--- src/rtl/adc_sensor_filter_pkg.sv ---
// adc_sensor_filter_pkg
// Shared definitions for the ADC sensor conditioning slice:
//   - raw ADC word width and the bit range that carries real data
//   - FSM state encodings used by the top level
//   - level_out_of_band(): hysteresis window test for the dial level
package adc_sensor_filter_pkg;

  localparam int ADC_RAW_W    = 12;
  localparam int ADC_DATA_MSB = 11;
  localparam int ADC_DATA_LSB = 4;
  localparam int SAMPLE_W     = ADC_DATA_MSB - ADC_DATA_LSB + 1;

  localparam logic [1:0] S_IDLE    = 2'd0;
  localparam logic [1:0] S_CAPTURE = 2'd1;
  localparam logic [1:0] S_UPDATE  = 2'd2;
  localparam logic [1:0] S_PUBLISH = 2'd3;

  // True when f lies outside the band [L*16 - hyst, L*16 + 15 + hyst].
  // Bounds are formed in 10-bit signed so that L=0 minus hyst goes negative
  // instead of wrapping; the edge levels simply have no bound on that side.
  function automatic logic level_out_of_band(input logic [3:0] level,
                                             input logic [7:0] f,
                                             input logic [7:0] hyst);
    logic signed [9:0] base;
    logic signed [9:0] lo;
    logic signed [9:0] hi;
    logic signed [9:0] fv;
    base = signed'({2'b00, level, 4'b0000});
    lo   = base - signed'({2'b00, hyst});
    hi   = base + 10'sd15 + signed'({2'b00, hyst});
    fv   = signed'({2'b00, f});
    return ((level != 4'd0) && (fv < lo)) || ((level != 4'd15) && (fv > hi));
  endfunction

endpackage

--- src/rtl/adc_sensor_filter_if.sv ---
// adc_sensor_filter_if
// Bundles the raw ADC channel words and the conditioned outputs.
//   master : the filter (reads raw values, drives filtered results)
//   slave  : the ADC/game side (drives raw values, reads filtered results)
interface adc_sensor_filter_if;
  import adc_sensor_filter_pkg::*;

  logic [ADC_RAW_W-1:0] dial_value;
  logic [ADC_RAW_W-1:0] cds_value;
  logic [7:0]           dial_filt;
  logic [7:0]           cds_filt;
  logic [3:0]           dial_level;
  logic                 is_dark;
  logic                 filt_valid;
  logic                 level_changed;

  modport master (
    input  dial_value, cds_value,
    output dial_filt, cds_filt, dial_level, is_dark, filt_valid, level_changed
  );

  modport slave (
    output dial_value, cds_value,
    input  dial_filt, cds_filt, dial_level, is_dark, filt_valid, level_changed
  );

endinterface

--- src/rtl/adc_sensor_filter_moving_avg_ch.sv ---
// moving_avg_ch
// One channel of a 2^AVG_LOG2-deep moving average.
//   clk, rst_n : clock and async active-low reset
//   sample     : new 8-bit sample
//   load       : one-cycle strobe that folds sample into the average
//   avg        : current average (truncated sum)
// The first load after reset fills the whole window with that sample so the
// output jumps straight to it instead of ramping up from zero.
module moving_avg_ch
  import adc_sensor_filter_pkg::*;
#(
  parameter int AVG_LOG2 = 3
) (
  input  logic                clk,
  input  logic                rst_n,
  input  logic [SAMPLE_W-1:0] sample,
  input  logic                load,
  output logic [SAMPLE_W-1:0] avg
);

  localparam int DEPTH = 1 << AVG_LOG2;
  localparam int SUM_W = SAMPLE_W + AVG_LOG2;

  logic [SAMPLE_W-1:0] buf_q [DEPTH];
  logic [SAMPLE_W-1:0] buf_d [DEPTH];
  logic [AVG_LOG2-1:0] ptr_q, ptr_d;
  logic [SUM_W-1:0]    sum_q, sum_d;
  logic                primed_q, primed_d;

  // Running sum: add the newest sample, drop the oldest. Intermediate
  // wrap in the subtraction cancels out because the true sum always fits.
  always_comb begin
    buf_d    = buf_q;
    ptr_d    = ptr_q;
    sum_d    = sum_q;
    primed_d = primed_q;
    if (load) begin
      if (!primed_q) begin
        for (int i = 0; i < DEPTH; i++) buf_d[i] = sample;
        sum_d    = SUM_W'(sample) << AVG_LOG2;
        primed_d = 1'b1;
      end else begin
        sum_d        = sum_q + SUM_W'(sample) - SUM_W'(buf_q[ptr_q]);
        buf_d[ptr_q] = sample;
        ptr_d        = ptr_q + 1'b1;
      end
    end
  end

  always_ff @(posedge clk or negedge rst_n) begin
    if (!rst_n) begin
      for (int i = 0; i < DEPTH; i++) buf_q[i] <= '0;
      ptr_q    <= '0;
      sum_q    <= '0;
      primed_q <= 1'b0;
    end else begin
      buf_q    <= buf_d;
      ptr_q    <= ptr_d;
      sum_q    <= sum_d;
      primed_q <= primed_d;
    end
  end

  // Exposes the post-load value so the publish registers can capture the
  // fresh average on the same edge that updates the sum.
  assign avg = sum_d[SUM_W-1:AVG_LOG2];

endmodule

--- src/rtl/adc_sensor_filter.sv ---
// adc_sensor_filter
// Samples the dial (Ch0) and CDS (Ch1) ADC words on a fixed tick, averages
// each channel, and derives a hysteretic 16-step dial level and dark flag.
//   clk, rst_n : 50 MHz clock, async active-low reset
//   bus        : master side of adc_sensor_filter_if (raw in, filtered out)
// Sequence per tick: IDLE -> CAPTURE -> UPDATE -> PUBLISH -> IDLE.
module adc_sensor_filter
  import adc_sensor_filter_pkg::*;
#(
  parameter int         SAMPLE_DIV = 500000,
  parameter int         AVG_LOG2   = 3,
  parameter logic [7:0] DARK_ON    = 8'd60,
  parameter logic [7:0] DARK_OFF   = 8'd80,
  parameter logic [7:0] LEVEL_HYST = 8'd4
) (
  input logic                 clk,
  input logic                 rst_n,
  adc_sensor_filter_if.master bus
);

  localparam int CNT_W = $clog2(SAMPLE_DIV);

  logic [CNT_W-1:0]    cnt_q, cnt_d;
  logic                tick;
  logic [1:0]          state_q, state_d;
  logic [SAMPLE_W-1:0] dial_s_q, dial_s_d, cds_s_q, cds_s_d;
  logic [SAMPLE_W-1:0] dial_avg, cds_avg;
  logic [7:0]          dial_filt_q, dial_filt_d, cds_filt_q, cds_filt_d;
  logic [3:0]          dial_level_q, dial_level_d;
  logic                is_dark_q, is_dark_d;
  logic                filt_valid_q, filt_valid_d;
  logic                level_changed_q, level_changed_d;
  logic                published_q, published_d;
  logic                unused_lsbs;

  assign unused_lsbs = ^{bus.dial_value[ADC_DATA_LSB-1:0], bus.cds_value[ADC_DATA_LSB-1:0]};
  assign tick        = (cnt_q == CNT_W'(SAMPLE_DIV - 1));

  // Free-running sample divider, the FSM sequencing and input capture.
  always_comb begin
    cnt_d    = tick ? '0 : cnt_q + 1'b1;
    state_d  = state_q;
    dial_s_d = dial_s_q;
    cds_s_d  = cds_s_q;
    case (state_q)
      S_IDLE:    if (tick) state_d = S_CAPTURE;
      S_CAPTURE: begin
        dial_s_d = bus.dial_value[ADC_DATA_MSB:ADC_DATA_LSB];
        cds_s_d  = bus.cds_value[ADC_DATA_MSB:ADC_DATA_LSB];
        state_d  = S_UPDATE;
      end
      S_UPDATE:  state_d = S_PUBLISH;
      default:   state_d = S_IDLE;
    endcase
  end

  moving_avg_ch #(.AVG_LOG2(AVG_LOG2)) u_dial_avg (
    .clk    (clk),
    .rst_n  (rst_n),
    .sample (dial_s_q),
    .load   (state_q == S_UPDATE),
    .avg    (dial_avg)
  );

  moving_avg_ch #(.AVG_LOG2(AVG_LOG2)) u_cds_avg (
    .clk    (clk),
    .rst_n  (rst_n),
    .sample (cds_s_q),
    .load   (state_q == S_UPDATE),
    .avg    (cds_avg)
  );

  // Publish registers load on the edge that enters S_PUBLISH, so every
  // output and the filt_valid pulse are visible together during S_PUBLISH,
  // three cycles after the tick. The first publish always takes f[7:4].
  always_comb begin
    dial_filt_d     = dial_filt_q;
    cds_filt_d      = cds_filt_q;
    dial_level_d    = dial_level_q;
    is_dark_d       = is_dark_q;
    filt_valid_d    = 1'b0;
    level_changed_d = 1'b0;
    published_d     = published_q;
    if (state_q == S_UPDATE) begin
      dial_filt_d = dial_avg;
      cds_filt_d  = cds_avg;
      if (!published_q || level_out_of_band(dial_level_q, dial_avg, LEVEL_HYST))
        dial_level_d = dial_avg[7:4];
      level_changed_d = (dial_level_d != dial_level_q);
      if (cds_avg < DARK_ON)
        is_dark_d = 1'b1;
      else if (cds_avg > DARK_OFF)
        is_dark_d = 1'b0;
      filt_valid_d = 1'b1;
      published_d  = 1'b1;
    end
  end

  always_ff @(posedge clk or negedge rst_n) begin
    if (!rst_n) begin
      cnt_q           <= '0;
      state_q         <= S_IDLE;
      dial_s_q        <= '0;
      cds_s_q         <= '0;
      dial_filt_q     <= '0;
      cds_filt_q      <= '0;
      dial_level_q    <= '0;
      is_dark_q       <= 1'b0;
      filt_valid_q    <= 1'b0;
      level_changed_q <= 1'b0;
      published_q     <= 1'b0;
    end else begin
      cnt_q           <= cnt_d;
      state_q         <= state_d;
      dial_s_q        <= dial_s_d;
      cds_s_q         <= cds_s_d;
      dial_filt_q     <= dial_filt_d;
      cds_filt_q      <= cds_filt_d;
      dial_level_q    <= dial_level_d;
      is_dark_q       <= is_dark_d;
      filt_valid_q    <= filt_valid_d;
      level_changed_q <= level_changed_d;
      published_q     <= published_d;
    end
  end

  assign bus.dial_filt     = dial_filt_q;
  assign bus.cds_filt      = cds_filt_q;
  assign bus.dial_level    = dial_level_q;
  assign bus.is_dark       = is_dark_q;
  assign bus.filt_valid    = filt_valid_q;
  assign bus.level_changed = level_changed_q;

endmodule

--- src/flat_wrapper.sv ---
// flat-port wrapper written by rule: the top's interface ports become plain ports
module adc_sensor_filter_flat import adc_sensor_filter_pkg::*;
#(
  parameter int         SAMPLE_DIV = 500000,
  parameter int         AVG_LOG2   = 3,
  parameter logic [7:0] DARK_ON    = 8'd60,
  parameter logic [7:0] DARK_OFF   = 8'd80,
  parameter logic [7:0] LEVEL_HYST = 8'd4
)
  (clk, rst_n, bus_dial_value, bus_cds_value, bus_dial_filt, bus_cds_filt, bus_dial_level, bus_is_dark, bus_filt_valid, bus_level_changed);
  adc_sensor_filter_if bus_i ();
  input logic clk;
  input logic rst_n;
  input wire logic [$bits(bus_i.dial_value)-1:0] bus_dial_value;
  input wire logic [$bits(bus_i.cds_value)-1:0] bus_cds_value;
  output wire logic [$bits(bus_i.dial_filt)-1:0] bus_dial_filt;
  output wire logic [$bits(bus_i.cds_filt)-1:0] bus_cds_filt;
  output wire logic [$bits(bus_i.dial_level)-1:0] bus_dial_level;
  output wire logic [$bits(bus_i.is_dark)-1:0] bus_is_dark;
  output wire logic [$bits(bus_i.filt_valid)-1:0] bus_filt_valid;
  output wire logic [$bits(bus_i.level_changed)-1:0] bus_level_changed;
  assign bus_i.dial_value = bus_dial_value;
  assign bus_i.cds_value = bus_cds_value;
  assign bus_dial_filt = bus_i.dial_filt;
  assign bus_cds_filt = bus_i.cds_filt;
  assign bus_dial_level = bus_i.dial_level;
  assign bus_is_dark = bus_i.is_dark;
  assign bus_filt_valid = bus_i.filt_valid;
  assign bus_level_changed = bus_i.level_changed;
  adc_sensor_filter #(.SAMPLE_DIV(SAMPLE_DIV), .AVG_LOG2(AVG_LOG2), .DARK_ON(DARK_ON), .DARK_OFF(DARK_OFF), .LEVEL_HYST(LEVEL_HYST)) u_core (.clk(clk), .rst_n(rst_n), .bus(bus_i));
endmodule
--- config.mk ---
export PLATFORM = sky130hd
export DESIGN_NAME = adc_sensor_filter_flat
export DESIGN_NICKNAME = d
export VERILOG_FILES = /design/src/rtl/adc_sensor_filter_pkg.sv /design/src/rtl/adc_sensor_filter_if.sv /design/src/rtl/adc_sensor_filter_moving_avg_ch.sv /design/src/rtl/adc_sensor_filter.sv /design/src/flat_wrapper.sv
export SDC_FILE = /design/constraint.sdc
export NUM_CORES = 1
export LEC_CHECK = 0
export CORE_MARGIN = 3
export CORE_UTILIZATION = 40
export CTS_BUF_LIST = sky130_fd_sc_hd__clkbuf_8
export CTS_CLUSTER_DIAMETER = 60
export CTS_CLUSTER_SIZE = 8
export DETAILED_ROUTE_END_ITERATION = 6
export SETUP_SLACK_MARGIN = 0.02
export SYNTH_ARGS = -nofsm -noshare
export SYNTH_HDL_FRONTEND = slang
export SYNTH_HIERARCHICAL = 1
export SYNTH_SLANG_ARGS = --single-unit
export TNS_END_PERCENT = 100
--- constraint.sdc ---
create_clock -name clk -period 4.5 [get_ports clk]
set_input_delay 0.9 -clock clk [delete_from_list [all_inputs] [get_ports clk]]
set_output_delay 0.9 -clock clk [all_outputs]
set_load 0.01 [all_outputs]
After elaboration in Yosys (flattened, before gate mapping) --
Cells that the tools add are included.
Storage, ports and cells: register bits 217, output and inout port bits 23
Operators by class: reductions and logical operators 12, add/subtract/negate cells 10, order comparisons 8, equality and inequality tests 6, bitwise operators 2, multiplexer cells 27
Operators by type and width (number):
- 64-bit bitwise mux | 2
- 64-bit 2-to-1 mux | 2
- 8-bit binary-select mux with 3-bit select | 2
- 8-bit demux with 3-bit select | 2
- 8-bit 2-to-1 mux | 6
- 11-bit 2-to-1 mux | 4
- 11-bit by 8-bit adder with 11-bit output | 2
- 11-bit by 8-bit subtractor with 11-bit output | 2
- 19-bit by 1-bit adder with 19-bit output (second input constant) | 1
- 19-bit equality test (second input constant) | 1
- 19-bit 2-to-1 mux | 1
- 10-bit by 4-bit adder with 10-bit output (second input constant) | 1
- 9-bit by 10-bit > comparator with 1-bit output | 1
- 9-bit by 10-bit < comparator with 1-bit output | 1
- 8-bit by 4-bit adder with 9-bit output (second input constant) | 1
- 8-bit by 3-bit subtractor with 9-bit output (second input constant) | 1
- 4-bit greater-or-equal comparator (second input constant) | 2
- 8-bit by 7-bit > comparator with 1-bit output (second input constant) | 1
- 4-bit by 1-bit < comparator with 1-bit output (second input constant) | 2
- 8-bit by 6-bit < comparator with 1-bit output (second input constant) | 1
- 4-bit 2-to-1 mux | 2
- 3-bit inverter with 4-bit output | 2
- 3-bit by 1-bit adder with 3-bit output (second input constant) | 2
- 2-bit case mux with 3 select lines | 1
- 14 further kinds | 22

Longest topological paths before layout --
word-level depth 15, mapped depth 22, gate-level depth less buffers 20

Hierarchy --
The synthesis kept the hierarchy.
By module, submodules not included:
- moving_avg_ch (u_core.u_cds_avg) | area an instance 4296.6 µm², cells an instance 397, times used 1, seq. area each 1976.9 µm²
- moving_avg_ch (u_core.u_dial_avg) | area an instance 4292.9 µm², cells an instance 404, times used 1, seq. area each 1976.9 µm²
- adc_sensor_filter | area an instance 2819.0 µm², cells an instance 226, times used 1, seq. area each 1526.5 µm²

Worst setup path before layout --
No wires, ideal clock.
path kind register -> register, from register u_core.u_dial_avg.ptr_q[1], to register u_core.dial_level_q[0] (netlist: u_core/bus.dial_level[0]), path slack -0.429 ns, setup time 0.128 ns, cell stages (with the launch flop) 20, data arrival time 4.801 ns, required time 4.372 ns, path buffers 1, cells stage by stage dfrtp_1 buf_4 mux2_2 a221oi_1 o221ai_1 fa_1 inv_1 ha_1 and2_4 a221oi_4 nand2_1 a31oi_1 xor2_1 o21ai_0 ha_1 a21oi_1 a21oi_1 a211o_2 a32oi_4 mux2_1
Between the ends: longest elaborated chain between the ends 13, elaborated cells between the ends (all ways) 15
Ends and longest elaborated chain:
- start: declaration | line adc_sensor_filter_moving_avg_ch.sv:26 | logic [AVG_LOG2-1:0] ptr_q, ptr_d;
- start signal: assignment | line adc_sensor_filter_moving_avg_ch.sv:58 | ptr_q <= ptr_d;
- 3-bit inverter with 4-bit output (not written as such) (*) | line adc_sensor_filter_moving_avg_ch.sv:43 | sum_d = sum_q + SUM_W'(sample) - SUM_W'(buf_q[ptr_q]);
- 8-bit binary-select mux with 3-bit select (*) | line adc_sensor_filter_moving_avg_ch.sv:43
- 8-bit 2-to-1 mux (not written as such) (*) (2 in a row) | line adc_sensor_filter_moving_avg_ch.sv:43
- 11-bit by 8-bit subtractor with 11-bit output (*) | line adc_sensor_filter_moving_avg_ch.sv:43
- 11-bit 2-to-1 mux (*) | line adc_sensor_filter_moving_avg_ch.sv:38 | if (!primed_q) begin
- 11-bit 2-to-1 mux (*) | line adc_sensor_filter_moving_avg_ch.sv:37 | if (load) begin
- net u_core.dial_avg[5] | line adc_sensor_filter.sv:27 | logic [SAMPLE_W-1:0] dial_avg, cds_avg;
- 9-bit by 10-bit < comparator with 1-bit output / 9-bit by 10-bit > comparator with 1-bit output (equally long branches) | line adc_sensor_filter_pkg.sv:32 | return ((level != 4'd0) && (fv < lo)) || ((level != 4'd15) && (fv > hi));
- 1-bit logical AND | line adc_sensor_filter_pkg.sv:32
- 1-bit logical OR (*) | line adc_sensor_filter_pkg.sv:32
- 1-bit logical OR (*) | line adc_sensor_filter.sv:87 | if (!published_q || level_out_of_band(dial_level_q, dial_avg, LEVEL_HYST))
- 4-bit 2-to-1 mux (*) | line adc_sensor_filter.sv:87
- 4-bit 2-to-1 mux (*) | line adc_sensor_filter.sv:84 | if (state_q == S_UPDATE) begin
- end signal: assignment | line adc_sensor_filter.sv:119 | dial_level_q <= dial_level_d;
- end: declaration | line adc_sensor_filter.sv:29 | logic [3:0] dial_level_q, dial_level_d;
The timed path passes the listed nets; every way through them passes the cells marked *. The select of a mux whose other input is x is not followed. A chain may end at the register's enable or synchronous reset.

Worst setup path after layout --
from register u_core.u_dial_avg.ptr_q[0], to register u_core.dial_level_q[2] (netlist: u_core/bus.dial_level[2])
Same word-level chain as after synthesis.

==> impl_metrics.ini <==
[setup_path]
crit_required_ns = 4.90
crit_chain = buf_12, mux2_4, a22oi_2, o22a_1, o21ai_1, fa_1, inv_2, ha_4, a21o_1, a21oi_2, mux2i_1, nand4bb_1, mux2i_1, a221o_1, ha_4, nand2_2, or4_4, a32oi_4, mux2_4
critPathLaunchType = flip-flop
r2r_slack_ns = -0.37
cp.arrival_ns = 5.28
cpMaxStageDelayCell = fa_1
slowest_delay_ns = 0.50
path_buf_inv = 2
crit_type = reg2reg
path_max_fanout = 8
crit_family = compound AO/OA/AOI/OAI gates
endpoint_kind = flip-flop

[yosys]
synth_flop_cell = dfrtp_1
synthArstFlopShare_pct = 100.0
yosys_warnings = 6
synth_area_leaders = dfrtp_1 48%, mux2_2 11%, ha_1 4.1%
syn_inst = 1027
synth-seq-cells = 219
synth_top_cell_by_area = dfrtp_1
syn_avg_cell_area_um2 = 11.11
syn_nets = 1106
synth_area_mm2 = 0.01141
synth_top_area_share_pct = 48.04
synth_cell_types = 68
ys_seq_area_share_pct = 48.04
synth-edff-count = 0

[placed_design]
routabilityCongestion = 0.8063
placed_area_mm2 = 0.01272
dp_cells = 1472
hpwlAfterDp_mm = 17.86
numPortBuffers = 40

[drt]
num_vias = 7959
avgViaCountPerCell = 5.188
drt-met1-wl_mm = 12.34
wl_mm = 26.54
post_drt_wl_per_cell_um = 17.30
postRouteAntennaNets = 0
met3_length_um = 889
drtIter0Drc = 416
top_layer = met4
drc = 0
wl_met2_mm = 12.69
firstDrtPassIters = 4

[cells_and_area]
utilization_pct = 49.03
antenna_cells = 0
nNetsFinal = 1227
instances_no_fill = 1534
multiInputGateArea_mm2 = 0.005669
fillCellCount = 2577
design_area_mm2 = 0.01370
area_growth_pct = 20.06
seq_area_mm2 = 0.005485
layout-drive-gt1-share_pct = 28.98

[global_routing]
grt-ovfl-total = 0
track_usage_pct = 17.53
grt_pass1_wl_mm = 43.67
grt_max_degree = 131
antenna_found_initial = 0
first_global_vias = 8271

[pwr]
ir_worst_vdd_v = 0.0002022
p_leak_nw = 6.347
power_mw = 3.551
power.density_mw_per_mm2 = 259.3

[clocking]
cts_inserted_buffers = 34
clk_latency_ns = 0.53
clock-sinks = 219
cts-root-buf = clkbuf_8
clk_path_buf_depth = 3
cts_tree = yes
clock_tree.htree_level_count = 2
cts.reportedPaths.clkPinSlew_ns = 0.06

[die]
fp.dieW_um = 174.9
core_mm2 = 0.02793
initial_core_util_pct = 40.84
io_pins = 49
row_count = 61
fp.dieH_um = 174.9
die_area_mm2 = 0.03058

[timing]
rsz0062_at_grt = yes
timing.hold.ws_ns = 0.4751
relSlewSlack_pct = 24.57
final-setup-viol-count = 5
postLayoutSetupSlackWorst_ns = -0.3741
slew_viol_final = 0
clock.fmax_mhz = 205.2
period_share_pct = 108.3
skew_ns = 0.02931
tightestPinTransition_ns = 1.124
finalHoldViolations = 0
period_minus_slack_ns = 4.874

[flow_run]
drv_cap = 0

[outcome]
violations = setup timing
status = finished with violations

[worst_hold_path]
hold_class = reg2reg
power by group:
group	internal [mW]	switching, mW	leakage (nW)	total (mW)
clock	0.782	0.745	0.304	1.53
combinational	0.0150	0.0400	3.00	0.0551
sequential	1.97	0	3.04	1.97
what timing repair did:
item	in CTS	in global routing
buffers inserted	6	13
setup endpoints to repair	5	6
gates resized for setup	19	38
cloned	0	1
pin swaps	21	17
hold buffers	0	0
synth_stat cells (4+ instances only):
cell type	n
dfrtp_1	219
mux2_2	116
nand2_1	100
o21ai_0	90
inv_1	78
nor2_1	38
ha_1	37
a21oi_1	33
xnor2_1	27
nand3_1	24
mux2i_1	22
buf_2	19
fa_1	16
xor2_1	16
clkbuf_1	14
a21o_1	12
a31oi_1	10
mux4_2	10
nor2b_1	10
and3_1	8
nand4_1	8
a221oi_1	7
buf_4	7
o21ai_1	7
a22oi_1	6
mux2_1	6
nor3_1	6
o21a_1	6
a221o_1	4
and2_1	4
inv_2	4
or2_2	4
worst paths after layout:
| path | start | endpoint | depth (start not counted) |
|---|---|---|---|
| worst min register to register | u_core/u_dial_avg/buf_q[50] | u_core/u_dial_avg/buf_q[50] | 2 |
| worst max-delay path | u_core/u_dial_avg/ptr_q[0] | u_core/bus.dial_level[2] | 19 |
| worst max register to register | u_core/u_dial_avg/ptr_q[0] | u_core/bus.dial_level[2] | 19 |
| worst min-delay path | u_core/u_dial_avg/buf_q[50] | u_core/u_dial_avg/buf_q[50] | 2 |
| max in group asynchronous | rst_n | u_core/u_cds_avg/buf_q[37] | 2 |
| min in group asynchronous | rst_n | u_core/u_cds_avg/buf_q[27] | 1 |
layer usage:
metal,up-vias,global-route usage [%]
li1,3822,-
met1,3960,24.46
met2,132,28.34
met3,45,2.760
met4,0,5.319
met5,-,0
sequential cells by signal (all words and copies together) (netlist names):
| register | cells |
|---|---|
| u_core/bus.cds_filt | 8 |
| u_core/bus.dial_filt | 8 |
| u_core/bus.dial_level | 4 |
| u_core/bus.filt_valid | 1 |
| u_core/bus.is_dark | 1 |
| u_core/bus.level_changed | 1 |
| u_core/cds_s_q | 8 |
| u_core/cnt_q | 19 |
| u_core/dial_s_q | 8 |
| u_core/published_q | 1 |
| u_core/state_q | 2 |
| u_core/u_cds_avg/buf_q | 64 |
| u_core/u_cds_avg/primed_q | 1 |
| u_core/u_cds_avg/ptr_q | 3 |
| u_core/u_cds_avg/sum_q | 11 |
| u_core/u_dial_avg/buf_q | 64 |
| u_core/u_dial_avg/primed_q | 1 |
| u_core/u_dial_avg/ptr_q | 3 |
| u_core/u_dial_avg/sum_q | 11 |
tightest hold or removal path: cells and delay by family (launching register included):
| family | cells | cell delay (ns) |
|---|---|---|
| simple gates | 1 | 0.04 |
| flops | 1 | 0.34 |
| compound gates | 1 | 0.06 |
layout make-up:
class | instances | share of cell area, %
Multi-Input combinational cell | 681 | 41.39
Sequential cell | 219 | 40.05
Timing Repair Buffer | 130 | 8.724
Clock buffer | 36 | 3.617
Tap cell | 378 | 3.453
Inverter | 82 | 2.265
Clock inverter | 8 | 0.5024
logic make-up (layout without fill, tap and decap cells):
logic type | Yosys count | after routing | synth area share [%]
AOI/OAI and AO/OA | 206 | 206 | 11.59
xor gates and xnor gates | 43 | 43 | 3.301
adders and majority gates | 53 | 53 | 6.866
buffers and inverters | 127 | 256 | 4.749
DFF | 219 | 219 | 48.04
muxes | 155 | 155 | 16.08
and+or+nand+nor | 224 | 224 | 9.377
cell usage in the layout, fill, tap and decap left out, types with 8 or more instances in the layout:
| cell | netlist | routed |
|---|---|---|
| buf_4 | 7 | 76 |
| inv_1 | 78 | 79 |
| mux2i_1 | 22 | 22 |
| mux2_4 | 1 | 8 |
| clkbuf_8 | 0 | 36 |
| nand4_1 | 8 | 8 |
| a21o_1 | 12 | 12 |
| mux4_2 | 10 | 10 |
| nand3_1 | 24 | 23 |
| clkdlybuf4s50_1 | 0 | 39 |
| dfrtp_1 | 219 | 215 |
| mux2_2 | 116 | 113 |
| a221oi_2 | 3 | 8 |
| xor2_1 | 16 | 14 |
| a31oi_1 | 10 | 8 |
| nor2b_1 | 10 | 10 |
| ha_1 | 37 | 29 |
| o21ai_1 | 7 | 13 |
| nand2_1 | 100 | 98 |
| fa_1 | 16 | 15 |
| xnor2_1 | 27 | 27 |
| nor2_1 | 38 | 35 |
| o21ai_0 | 90 | 81 |
| a21oi_1 | 33 | 31 |
per-stage QoR:
stage / setup slack [ns] / TNS [ns]
2_1_floorplan: -0.1895 / -0.7581
3_3_place_gp: -0.3744 / -1.650
3_5_place_dp: -0.3959 / -1.757
4_1_cts: -0.3075 / -1.311
5_1_grt: -0.5555 / -2.658
6_report: -0.3741 / -1.754
Note: power is estimated with default switching activity, not from simulation.
